==> config.mk <==
export PLATFORM = sky130hd
export DESIGN_NAME = dram_byte_bridge
export DESIGN_NICKNAME = d
export VERILOG_FILES = /design/src/rtl/dram_byte_bridge.sv
export SDC_FILE = /design/constraint.sdc
export NUM_CORES = 1
export LEC_CHECK = 0
export CAP_MARGIN = 20
export CORE_MARGIN = 1
export CORE_UTILIZATION = 35
export CTS_BUF_LIST = sky130_fd_sc_hd__clkbuf_8
export DETAILED_ROUTE_END_ITERATION = 7
export SYNTH_ARGS = -nofsm -noshare
export SYNTH_HDL_FRONTEND = slang
export SYNTH_SLANG_ARGS = --single-unit
==> constraint.sdc <==
create_clock -name clk -period 2.1 [get_ports clk]
set_input_delay 0.315 -clock clk [delete_from_list [all_inputs] [get_ports clk]]
set_output_delay 0.315 -clock clk [all_outputs]
set_load 0.02 [all_outputs]
==> src/rtl/dram_byte_bridge.sv <==
// Serialises 32-bit MEM-stage requests into byte accesses on an 8-bit async SRAM.
// Read: 1 + 4*(RD_WAIT+1) stall cycles; write: 1 + (WR_PULSE+1) per selected lane. Holds the pipeline via stallreq_o.
module dram_byte_bridge #(
  parameter int ADDR_W   = 17,
  parameter int RD_WAIT  = 1,
  parameter int WR_PULSE = 1
) (
  input  logic              clk,
  input  logic              rst,
  input  logic              mem_ce_i,
  input  logic              mem_we_i,
  input  logic [31:0]       mem_addr_i,
  input  logic [3:0]        mem_sel_i,
  input  logic [31:0]       mem_data_i,
  output logic [31:0]       mem_data_o,
  output logic              stallreq_o,
  output logic [ADDR_W-1:0] ram_addr_o,
  output logic [7:0]        ram_data_o,
  input  logic [7:0]        ram_data_i,
  output logic              ram_ce_o,
  output logic              ram_oe_o,
  output logic              ram_we_o
);

  typedef enum logic [1:0] {IDLE, RD, WR, DONE} state_t;

  localparam logic [7:0] RD_LAST = 8'(RD_WAIT);
  localparam logic [7:0] WR_LAST = 8'(WR_PULSE - 1);
  localparam logic [7:0] WR_HOLD = 8'(WR_PULSE);

  state_t            state;
  logic [ADDR_W-3:0] base_q;
  logic [3:0]        sel_q;
  logic [31:0]       data_q;
  logic [31:0]       word_q;
  logic [31:0]       word_nxt;
  logic [1:0]        idx;
  logic [7:0]        cnt;
  logic [2:0]        first_sel;
  logic [2:0]        next_sel;
  logic              unused_addr_bits;

  // Lowest set lane at or above 'from'; 3'd4 means no lane left.
  function automatic logic [2:0] next_lane(input logic [3:0] sel, input logic [2:0] from);
    logic [2:0] res;
    res = 3'd4;
    for (int k = 3; k >= 0; k--) begin
      if (sel[k] && 3'(k) >= from) res = 3'(k);
    end
    return res;
  endfunction

  assign first_sel        = next_lane(mem_sel_i, 3'd0);
  assign next_sel         = next_lane(sel_q, {1'b0, idx} + 3'd1);
  assign stallreq_o       = (state == IDLE && mem_ce_i) || state == RD || state == WR;
  assign unused_addr_bits = ^{mem_addr_i[31:ADDR_W], mem_addr_i[1:0]};

  always_comb begin
    word_nxt = word_q;
    word_nxt[8*idx +: 8] = ram_data_i;
  end

  always_ff @(posedge clk or negedge rst) begin
    if (!rst) begin
      state      <= IDLE;
      base_q     <= '0;
      sel_q      <= '0;
      data_q     <= '0;
      word_q     <= '0;
      idx        <= '0;
      cnt        <= '0;
      mem_data_o <= '0;
      ram_addr_o <= '0;
      ram_data_o <= '0;
      ram_ce_o   <= 1'b0;
      ram_oe_o   <= 1'b0;
      ram_we_o   <= 1'b0;
    end else begin
      case (state)
        IDLE: begin
          if (mem_ce_i) begin
            base_q <= mem_addr_i[ADDR_W-1:2];
            sel_q  <= mem_sel_i;
            data_q <= mem_data_i;
            cnt    <= '0;
            if (!mem_we_i) begin
              state      <= RD;
              idx        <= 2'd0;
              ram_ce_o   <= 1'b1;
              ram_oe_o   <= 1'b1;
              ram_addr_o <= {mem_addr_i[ADDR_W-1:2], 2'd0};
            end else if (first_sel[2]) begin
              state <= DONE;
            end else begin
              state      <= WR;
              idx        <= first_sel[1:0];
              ram_ce_o   <= 1'b1;
              ram_we_o   <= 1'b1;
              ram_addr_o <= {mem_addr_i[ADDR_W-1:2], first_sel[1:0]};
              ram_data_o <= mem_data_i[8*first_sel[1:0] +: 8];
            end
          end
        end
        RD: begin
          if (cnt != RD_LAST) begin
            cnt <= cnt + 8'd1;
          end else begin
            cnt    <= '0;
            word_q <= word_nxt;
            if (idx == 2'd3) begin
              state      <= DONE;
              mem_data_o <= word_nxt;
              ram_ce_o   <= 1'b0;
              ram_oe_o   <= 1'b0;
            end else begin
              idx        <= idx + 2'd1;
              ram_addr_o <= {base_q, idx + 2'd1};
            end
          end
        end
        WR: begin
          // Strobe for WR_PULSE cycles, then one cycle with addr/data held for hold time.
          if (cnt == WR_HOLD) begin
            cnt <= '0;
            if (next_sel[2]) begin
              state    <= DONE;
              ram_ce_o <= 1'b0;
            end else begin
              idx        <= next_sel[1:0];
              ram_we_o   <= 1'b1;
              ram_addr_o <= {base_q, next_sel[1:0]};
              ram_data_o <= data_q[8*next_sel[1:0] +: 8];
            end
          end else begin
            if (cnt == WR_LAST) ram_we_o <= 1'b0;
            cnt <= cnt + 8'd1;
          end
        end
        default: begin
          state <= IDLE;
        end
      endcase
    end
  end

endmodule

==> summary.md, run 1 <==
| Metric | Value |
|---|---|
| Syn Nets | `792` |
| Largest delay contributor family on the critical path | `compound AO/OA/AOI/OAI gates` |
| Final Skew | `0.01370 ns` |
| Period utilisation layout | `99.50%` |
| Wire per inst | `16.20 um` |
| Total CTS buffers | `17` |
| Crit path largest cell delay | `0.48 ns` |
| Worst slew pin tran | `0.4753 ns` |
| Yosys warnings | `0` |
| Drt first pass iters | `4` |
| Critical path fanouts, max | `8` |
| Count leader, synth | `dfrtp_1` |
| Placer Congestion | `0.7626` |
| Synth top area share | `51.21%` |
| Reg clk slew, reported paths | `0.10 ns` |
| Critical path required time | `2.46 ns` |
| Clock latency on the worst-skew pair | `0.47 ns` |
| Async set-reset flop share out of synthesis | `100.0%` |
| Worst setup EP type | `register` |
| WP buf/inv | `2` |
| Htree depth | `4` |
| Worst VDD drop | `0.0006065 V` |
| WP data arrival | `2.45 ns` |
| Fin Hold WS | `0.3198 ns` |
| Mapped Cells | `699` |
| Critical Path Source | `ram_addr_o[0]` |
| Placement Cell Area | `9452 um^2` |
| DIE AREA | `21950 um^2` |
| Port-buffer cells | `123` |
| Reg2Reg Depth | `7` |
| Vias in the first global route | `5735` |
| Seq/Total Area, Yosys | `51.21%` |
| Post-route ant nets | `0` |
| Crit Path Class | `register to register` |
| Synth top cells by count | `dfrtp_1, a21oi_1, nor2_1` |
| Die width | `148.2 um` |
| Vias post-DR | `5765` |
| Synth-to-layout area growth | `33.36%` |
| Drc violations | `0` |
| Tmin final | `2.090 ns` |
| Root Driver | `clkbuf_8` |
| Fill count | `1986` |
| Yosys cell types | `55` |
| # nets final | `965` |
| Antenna cells | `0` |
| Final Routed Wirelength | `18.79 mm` |
| Worst reg2reg endpoint | `ram_addr_o[13]` |
| Area contributors post-synth | `dfrtp_1, mux2_2, a21oi_1` |
| Initial Util | `35.68%` |
| Overall routing resource usage | `17.79%` |
| Largest net degree at the start of global routing | `53` |
| Fmax | `0.4786 GHz` |
| Max-slew violation count | `0` |
| Core area | `20960 um^2` |
| Outcome | `finished, final reports clean` |
| Initial antenna violation count | `0` |
| CTS tree | `yes` |
| Hold WC Path Type | `primary input to asynchronous set/reset pin` |
| PwrDens | `1526 nW/um^2` |
| Final Hold Fails | `0` |
| Slowest stage cell, crit path | `dfrtp_2` |
| Total gr overflow | `0` |
| Initial DRC count | `413` |
| Io pins | `141` |
| Num Clock Sinks | `153` |
| DR vias/cell | `4.970` |
| First-pass GRT wire length | `30.41 mm` |
| Main synth FF type | `dfrtp_1` |
| RSZ-0062 raised after global routing | `yes` |
| Post-synth EDFFs | `0` |
| FP Rows | `53` |
| Startpoint Class | `register` |
| Detail Placement HPWL | `12.94 mm` |
| Reg2reg start | `ram_addr_o[0]` |
| Reg-to-reg slack, setup | `0.01 ns` |
| CTS Buffer Depth | `2` |
| Crit-path cells | `inv_4 -> ha_4 -> o21a_1 -> or2_4 -> o311a_4 -> clkbuf_16 -> mux2_4` |
| # setup viols final | `0` |
| Syn_area_per_cell | `10.70 um^2` |
| Slew Limit Headroom | `68.22%` |
| Post-synth top area cell | `dfrtp_1` |
| Die height | `148.2 um` |
| Pwr Total | `15.22 mW` |
| Layout cell share with drive strength beyond 1 | `23.62%` |
| Post-Syn Area | `7476 um^2` |
| P_leak | `4.285 nW` |
| Final Cell Area | `9970 um^2` |
| MaxCap Viol Count | `0` |
| Seq cells post-synth | `153` |
[power breakdown]
part | internal (mW) | switching, mW | total (mW)
sequential | 4.19 | 0.703 | 4.90
clock | 0.897 | 1.29 | 2.18
combinational | 4.16 | 3.97 | 8.14
total | 9.25 | 5.96 | 15.2
[flip-flops by register name, summed over array words and instances, names as in the netlist]
signal,cells
ram_we_o,1
word_q,32
ram_addr_o,17
ram_data_o,8
data_q,32
mem_data_o,32
base_q,15
ram_oe_o,1
cnt,8
ram_ce_o,1
state,2
sel_q,4
[layout by cell type (no fill, tap or decap), drive strengths merged, types with 3 or more instances in the layout]
cell | Yosys | routed
nor4bb | 3 | 3
nand2 | 51 | 51
a22o | 35 | 35
nand4 | 4 | 4
and3 | 7 | 7
mux2 | 54 | 54
ha | 13 | 13
a21oi | 68 | 68
clkinv | 0 | 4
nor2 | 58 | 58
nor3 | 3 | 3
nand3 | 20 | 20
o21ai | 53 | 53
nor2b | 37 | 37
a31oi | 3 | 3
buf | 28 | 76
mux4 | 8 | 8
a41oi | 11 | 11
dfrtp | 153 | 153
xor2 | 6 | 6
inv | 27 | 35
o22ai | 3 | 3
a21o | 17 | 17
clkdlybuf4s50 | 0 | 120
clkbuf | 16 | 19
[worst max-delay path by stage]
stage	end	depth (start not counted)
final	ram_addr_o[13]	7
after global routing	ram_addr_o[10]	7
after CTS	ram_addr_o[2]	6
after detailed placement	ram_addr_o[6]	7
after global placement	ram_addr_o[2]	7
after floorplan	ram_addr_o[10]	8
[cell type report]
type	count	area [um^2]	share of cell area, %
sequential	153	3832	38.44
multi-input combinational	474	3393	34.04
timing repair buffer	199	1921	19.26
tap	275	344.1	3.451
clock buffer	18	247.7	2.485
clock inverter	14	127.6	1.280
inverter	27	103.9	1.042
[timing repair]
action                                 in CTS  in global routing
cloned                                      0                  1
hold buffers                                1                  0
endpoints found under the hold margin      39                  0
resized for setup                           9                 15
setup endpoints to repair                  20                 34
pin swaps                                   0                  2
setup buffers                               1                  4
[worst register-to-register path, stage by stage, from the launching register on]
cell and delay (ns):
dfrtp_2 0.48, inv_4 0.07, ha_4 0.18, o21a_1 0.18, or2_4 0.25, o311a_4 0.34
clkbuf_16 0.18, mux2_4 0.29
[metrics by stage]
step | TNS, ns | cells | util, % | setup WS, ns
after CTS | -0.07552 | 1155 | 47.01 | -0.01935
after detailed placement | -2.690 | 1121 | 45.10 | -0.1484
after global placement | -2.051 | 1121 | 45.10 | -0.1179
after global routing | -0.3049 | 1160 | 47.58 | -0.03376
after floorplan | -0.3076 | 699 | - | -0.03417
final | 0 | 1160 | 47.58 | 0.01049
[logic make-up after synthesis]
family                     after synthesis  share of synthesized area [%]
AOI/OAI and AO/OA                      200                          17.22
xor gates and xnor gates                 6                         0.7029
buffers and inverters                   72                          4.703
muxes                                   64                          11.26
and+or+nand+nor                        191                          12.72
DFF                                    153                          51.21
adders and majority gates               13                          2.176
[metal layers]
layer  vias to the layer above  part of all wire, %  track usage [%]
met5                         -                    0                0
met4                         0                  2.1            6.856
met3                        28                  5.4            3.650
met2                       129                   48            27.42
met1                      2785                   45            24.57
li1                       2823                    -                -
(Power assumes the default switching activity.)
==> inputs of run 2 (changes only) <==
- PLACE_DENSITY: not set -> 0.72
==> summary.md, run 2 (synthesis results as in run 1) <==
| Metric | Value |
|---|---|
| Outcome | `complete, but fails checks` |
| Failing checks | `setup timing` |
| PwrDens | `1563 nW/um^2` |
| First-pass GRT wire length | `31.35 mm` |
| Overall routing resource usage | `18.37%` |
| # setup viols final | `22` |
| Final Cell Area | `10160 um^2` |
| Min setup slack post-route | `-0.08253 ns` |
| DIE AREA | `21950 um^2` |
| Port-buffer cells | `123` |
| Crit-path cells | `buf_4 -> ha_4 -> nor2b_2 -> a22o_4 -> o311a_4 -> buf_12 -> mux2_4` |
| Critical path required time | `2.44 ns` |
| Initial Util | `35.68%` |
| Worst slew pin tran | `0.5052 ns` |
| Die height | `148.2 um` |
| Slowest stage cell, crit path | `dfrtp_2` |
| Fmax | `0.4582 GHz` |
| Final Routed Wirelength | `19.93 mm` |
| Placer Congestion | `0.8121` |
| Total gr overflow | `0` |
| Dpl ws | `-0.3288 ns` |
| Total CTS buffers | `17` |
| Crit Path Class | `register to register` |
| Vias post-DR | `6043` |
| Hold WC Path Type | `primary input to asynchronous set/reset pin` |
| CTS tree | `yes` |
| Max-slew violation count | `0` |
| MaxCap Viol Count | `0` |
| P_leak | `4.354 nW` |
| DR vias/cell | `5.178` |
| Initial DRC count | `366` |
| Core area | `20960 um^2` |
| Root Driver | `clkbuf_8` |
| Initial antenna violation count | `0` |
| Die width | `148.2 um` |
| Drc violations | `0` |
| Layout cell share with drive strength beyond 1 | `24.78%` |
| Synth-to-layout area growth | `35.87%` |
| Final Hold Fails | `0` |
| Htree depth | `4` |
| Vias in the first global route | `5997` |
| Detail Placement HPWL | `13.48 mm` |
| Largest registers | `data_q: 32 flops, mem_data_o: 32 flops, word_q: 32 flops` |
| WP data arrival | `2.52 ns` |
| Period utilisation layout | `103.9%` |
| FP Rows | `53` |
| Worst setup EP type | `register` |
| Startpoint Class | `register` |
| Post-route ant nets | `0` |
| Worst VDD drop | `0.0008061 V` |
| Tmin final | `2.183 ns` |
| Placement Cell Area | `9424 um^2` |
| Drt first pass iters | `5` |
| Critical path fanouts, max | `8` |
| RSZ-0062 raised after global routing | `yes` |
| Commonest non-fill, non-tap cells in the layout | `dfrtp_1, clkdlybuf4s50_1, a21oi_1` |
| Antenna cells | `0` |
| Crit path largest cell delay | `0.50 ns` |
| Final Skew | `0.01830 ns` |
| Slew Limit Headroom | `66.32%` |
| CTS Buffer Depth | `2` |
| Reg clk slew, reported paths | `0.09 ns` |
| Clock latency on the worst-skew pair | `0.45 ns` |
| Num Clock Sinks | `153` |
| Wire per inst | `17.08 um` |
| Io pins | `141` |
| Reg2Reg Depth | `7` |
| WP buf/inv | `2` |
| Largest net degree at the start of global routing | `56` |
| WP depth | `7` |
| Most common cell after layout, fill and taps aside | `dfrtp_1` |
| Largest delay contributor family on the critical path | `compound AO/OA/AOI/OAI gates` |
| # nets final | `972` |
[run 2: per-stage QoR]
step	instances	util, %	power (mW)	setup TNS [ns]	hold WS (ns)
2_1_floorplan	699	-	9.669	-0.3076	0.01941
3_3_place_gp	1119	44.97	12.59	-5.338	0.2758
3_5_place_dp	1119	44.97	12.80	-6.441	0.2817
4_1_cts	1162	47.78	15.70	-0.7903	0.3490
5_1_grt	1167	48.47	16.89	-2.072	0.3697
6_report	1167	48.47	15.88	-1.043	0.3557
[run 2: final cells by class]
cell class | count | area (um^2)
inverter | 27 | 103.9
tap | 275 | 344.1
multi-input combinational | 474 | 3477
clock inverter | 13 | 142.6
fill | 1932 | 10800
clock buffer | 19 | 261.5
sequential | 153 | 3831
timing repair buffer | 206 | 1997
[run 2: worst paths after layout]
check / start / to / slack, ns
worst max-delay path: ram_addr_o[0] / ram_addr_o[13] / -0.08
worst min-delay path: rst / mem_data_o[14] / 0.36
worst max register to register: ram_addr_o[0] / ram_addr_o[13] / -0.08
worst min register to register: base_q[8] / base_q[8] / 0.49
max in group asynchronous: rst / word_q[1] / 1.06
min in group clk: mem_addr_i[10] / base_q[8] / 0.44
[run 2: power breakdown]
group | switching [mW] | total (mW) | internal (mW) | leakage (nW)
sequential | 0.728 | 4.93 | 4.20 | 1.83
clock | 1.16 | 2.28 | 1.13 | 0.191
combinational | 4.26 | 8.67 | 4.42 | 2.33
[run 2: what timing repair did]
| item | CTS | global route |
|---|---|---|
| setup endpoints to repair | 25 | 34 |
| hold buffers | 1 | 0 |
| endpoints found under the hold margin | 40 | 0 |
| setup buffers | 8 | 6 |
| gates resized for setup | 16 | 33 |
| pin swaps | 5 | 5 |
| cloned | 2 | 1 |
[run 2: layer usage]
| metal | vias to the layer above | global-route usage (%) | part of all wire, % | wire (um) |
|---|---|---|---|---|
| li1 | 2834 | - | - | - |
| met1 | 3021 | 24.11 | 43 | 8607 |
| met2 | 162 | 29.93 | 50 | 9891 |
| met3 | 26 | 4.233 | 5.3 | 1064 |
| met4 | 0 | 6.031 | 1.9 | 371 |
| met5 | - | 0 | 0 | 0 |
==> inputs of run 3 (changes only) <==
- SKIP_LAST_GASP: not set -> 1
==> summary.md, run 3 (synthesis results as in run 1) <==
| Metric | Value |
|---|---|
| DR vias/cell | `5.177` |
| Min setup slack post-route | `-0.1077 ns` |
| Initial Util | `35.68%` |
| Htree depth | `4` |
| Failing checks | `setup timing` |
| CTS Buffer Depth | `2` |
| PwrDens | `1576 nW/um^2` |
| Final Skew | `0.01856 ns` |
| Reg2Reg Depth | `7` |
| Period utilisation layout | `105.1%` |
| Reg clk slew, reported paths | `0.09 ns` |
| Startpoint Class | `register` |
| Crit Path Class | `register to register` |
| Synth-to-layout area growth | `35.50%` |
| Vias post-DR | `6067` |
| Placed cell count | `1119` |
| Placer Congestion | `0.8121` |
| Fin cells | `1172` |
| P_leak | `4.378 nW` |
| Detail Placement HPWL | `13.48 mm` |
| Wire per inst | `17.06 um` |
| Port-buffer cells | `123` |
| First-pass GRT wire length | `31.36 mm` |
| Reg2reg start | `ram_addr_o[0]` |
| FP Rows | `53` |
| Vias in the first global route | `6002` |
| # setup viols final | `19` |
| Outcome | `complete, but fails checks` |
| Layout cell share with drive strength beyond 1 | `24.19%` |
| Commonest non-fill, non-tap cells in the layout | `dfrtp_1, clkdlybuf4s50_1, buf_4` |
| CP endpoint | `ram_addr_o[13]` |
| WP data arrival | `2.55 ns` |
| MaxCap Viol Count | `0` |
| Root Driver | `clkbuf_8` |
| Dpl ws | `-0.3288 ns` |
| Register Area | `3831 um^2` |
| Worst VDD drop | `0.0007569 V` |
| Fill count | `1943` |
| # nets final | `977` |
| Drc violations | `0` |
| Slew Limit Headroom | `65.10%` |
| Worst slew pin tran | `0.5235 ns` |
| CTS tree | `yes` |
| Multi-input gate area | `3387 um^2` |
| Fmax | `0.4530 GHz` |
| Reg-to-reg slack, setup | `-0.11 ns` |
| Critical path fanouts, max | `8` |
| RSZ-0062 raised after global routing | `yes` |
| Initial antenna violation count | `0` |
| DIE AREA | `21950 um^2` |
| Largest net degree at the start of global routing | `56` |
| Die width | `148.2 um` |
| Die height | `148.2 um` |
| Worst reg2reg endpoint | `ram_addr_o[13]` |
| Overall routing resource usage | `18.37%` |
| Tmin final | `2.208 ns` |
| Worst setup EP type | `register` |
| Total gr overflow | `0` |
| Drt first pass iters | `5` |
| Setup_tns | `-1.298 ns` |
| Critical path required time | `2.44 ns` |
| Initial DRC count | `399` |
| Post-route ant nets | `0` |
| Final Routed Wirelength | `19.99 mm` |
| Largest registers | `data_q: 32 flops, mem_data_o: 32 flops, word_q: 32 flops` |
| Core area | `20960 um^2` |
| Max-slew violation count | `0` |
| Clock latency on the worst-skew pair | `0.46 ns` |
| Total CTS buffers | `17` |
| Final Hold Fails | `0` |
| Antenna cells | `0` |
| Io pins | `141` |
| Most common cell after layout, fill and taps aside | `dfrtp_1` |
| Critical Path Source | `ram_addr_o[0]` |
| Num Clock Sinks | `153` |
| Hold WC Path Type | `primary input to asynchronous set/reset pin` |
## run 3: cell type report
class / instances / area share, %
clock buffers: 19 / 2.582
repair buffers: 211 / 20.31
clock inverters: 13 / 1.408
flip-flops and latches: 153 / 37.82
inverters: 27 / 1.050
well taps: 275 / 3.397
multi-input cells: 474 / 33.44
## run 3: worst min-delay path by stage
stage / from / endpoint / depth (start not counted)
after floorplan: rst / base_q[0] / 0
after global placement: rst / mem_data_o[17] / 1
after detailed placement: rst / mem_data_o[17] / 1
after CTS: rst / mem_data_o[17] / 2
after global routing: rst / mem_data_o[17] / 2
final: rst / mem_data_o[14] / 2
## run 3: critical path: stages (launching register included)
cell,delay [ns]
dfrtp_2,0.49
ha_2,0.22
o21a_1,0.20
or2_4,0.25
o311a_4,0.33
buf_4,0.15
buf_16,0.14
mux2_4,0.29
## run 3: timing repair
item                                    in CTS  in global routing
gates resized for setup                     13                 17
gates cloned                                 2                  2
pin swaps                                    4                  2
endpoints found under the setup margin      25                 35
hold endpoints to repair                    40                  0
hold buffers                                 1                  0
setup buffers                                8                  8
## run 3: routing by layer
layer  routed length (um)  GRT usage [%]  share of wire, %  vias to the layer above
met2                 9995          29.86                50                      167
li1                     -              -                 -                     2856
met3                 1004          4.264               5.0                       20
met4                  265          6.186               1.3                        0
met1                 8724          24.07                44                     3024
met5                    0              0                 0                        -
## run 3: power by group
group	internal [mW]	switching, mW
Sequential	4.20	0.731
Clock	1.13	1.16
Combinational	4.55	4.20
## run 3: stage by stage
stage	util, %	power [mW]	area, um^2	hold WS (ns)
after CTS	47.81	15.71	10020	0.3490
after global placement	44.97	12.59	9424	0.2758
final	48.34	15.96	10130	0.3540
after floorplan	-	9.669	7505	0.01941
after detailed placement	44.97	12.80	9424	0.2817
after global routing	48.34	16.96	10130	0.3697
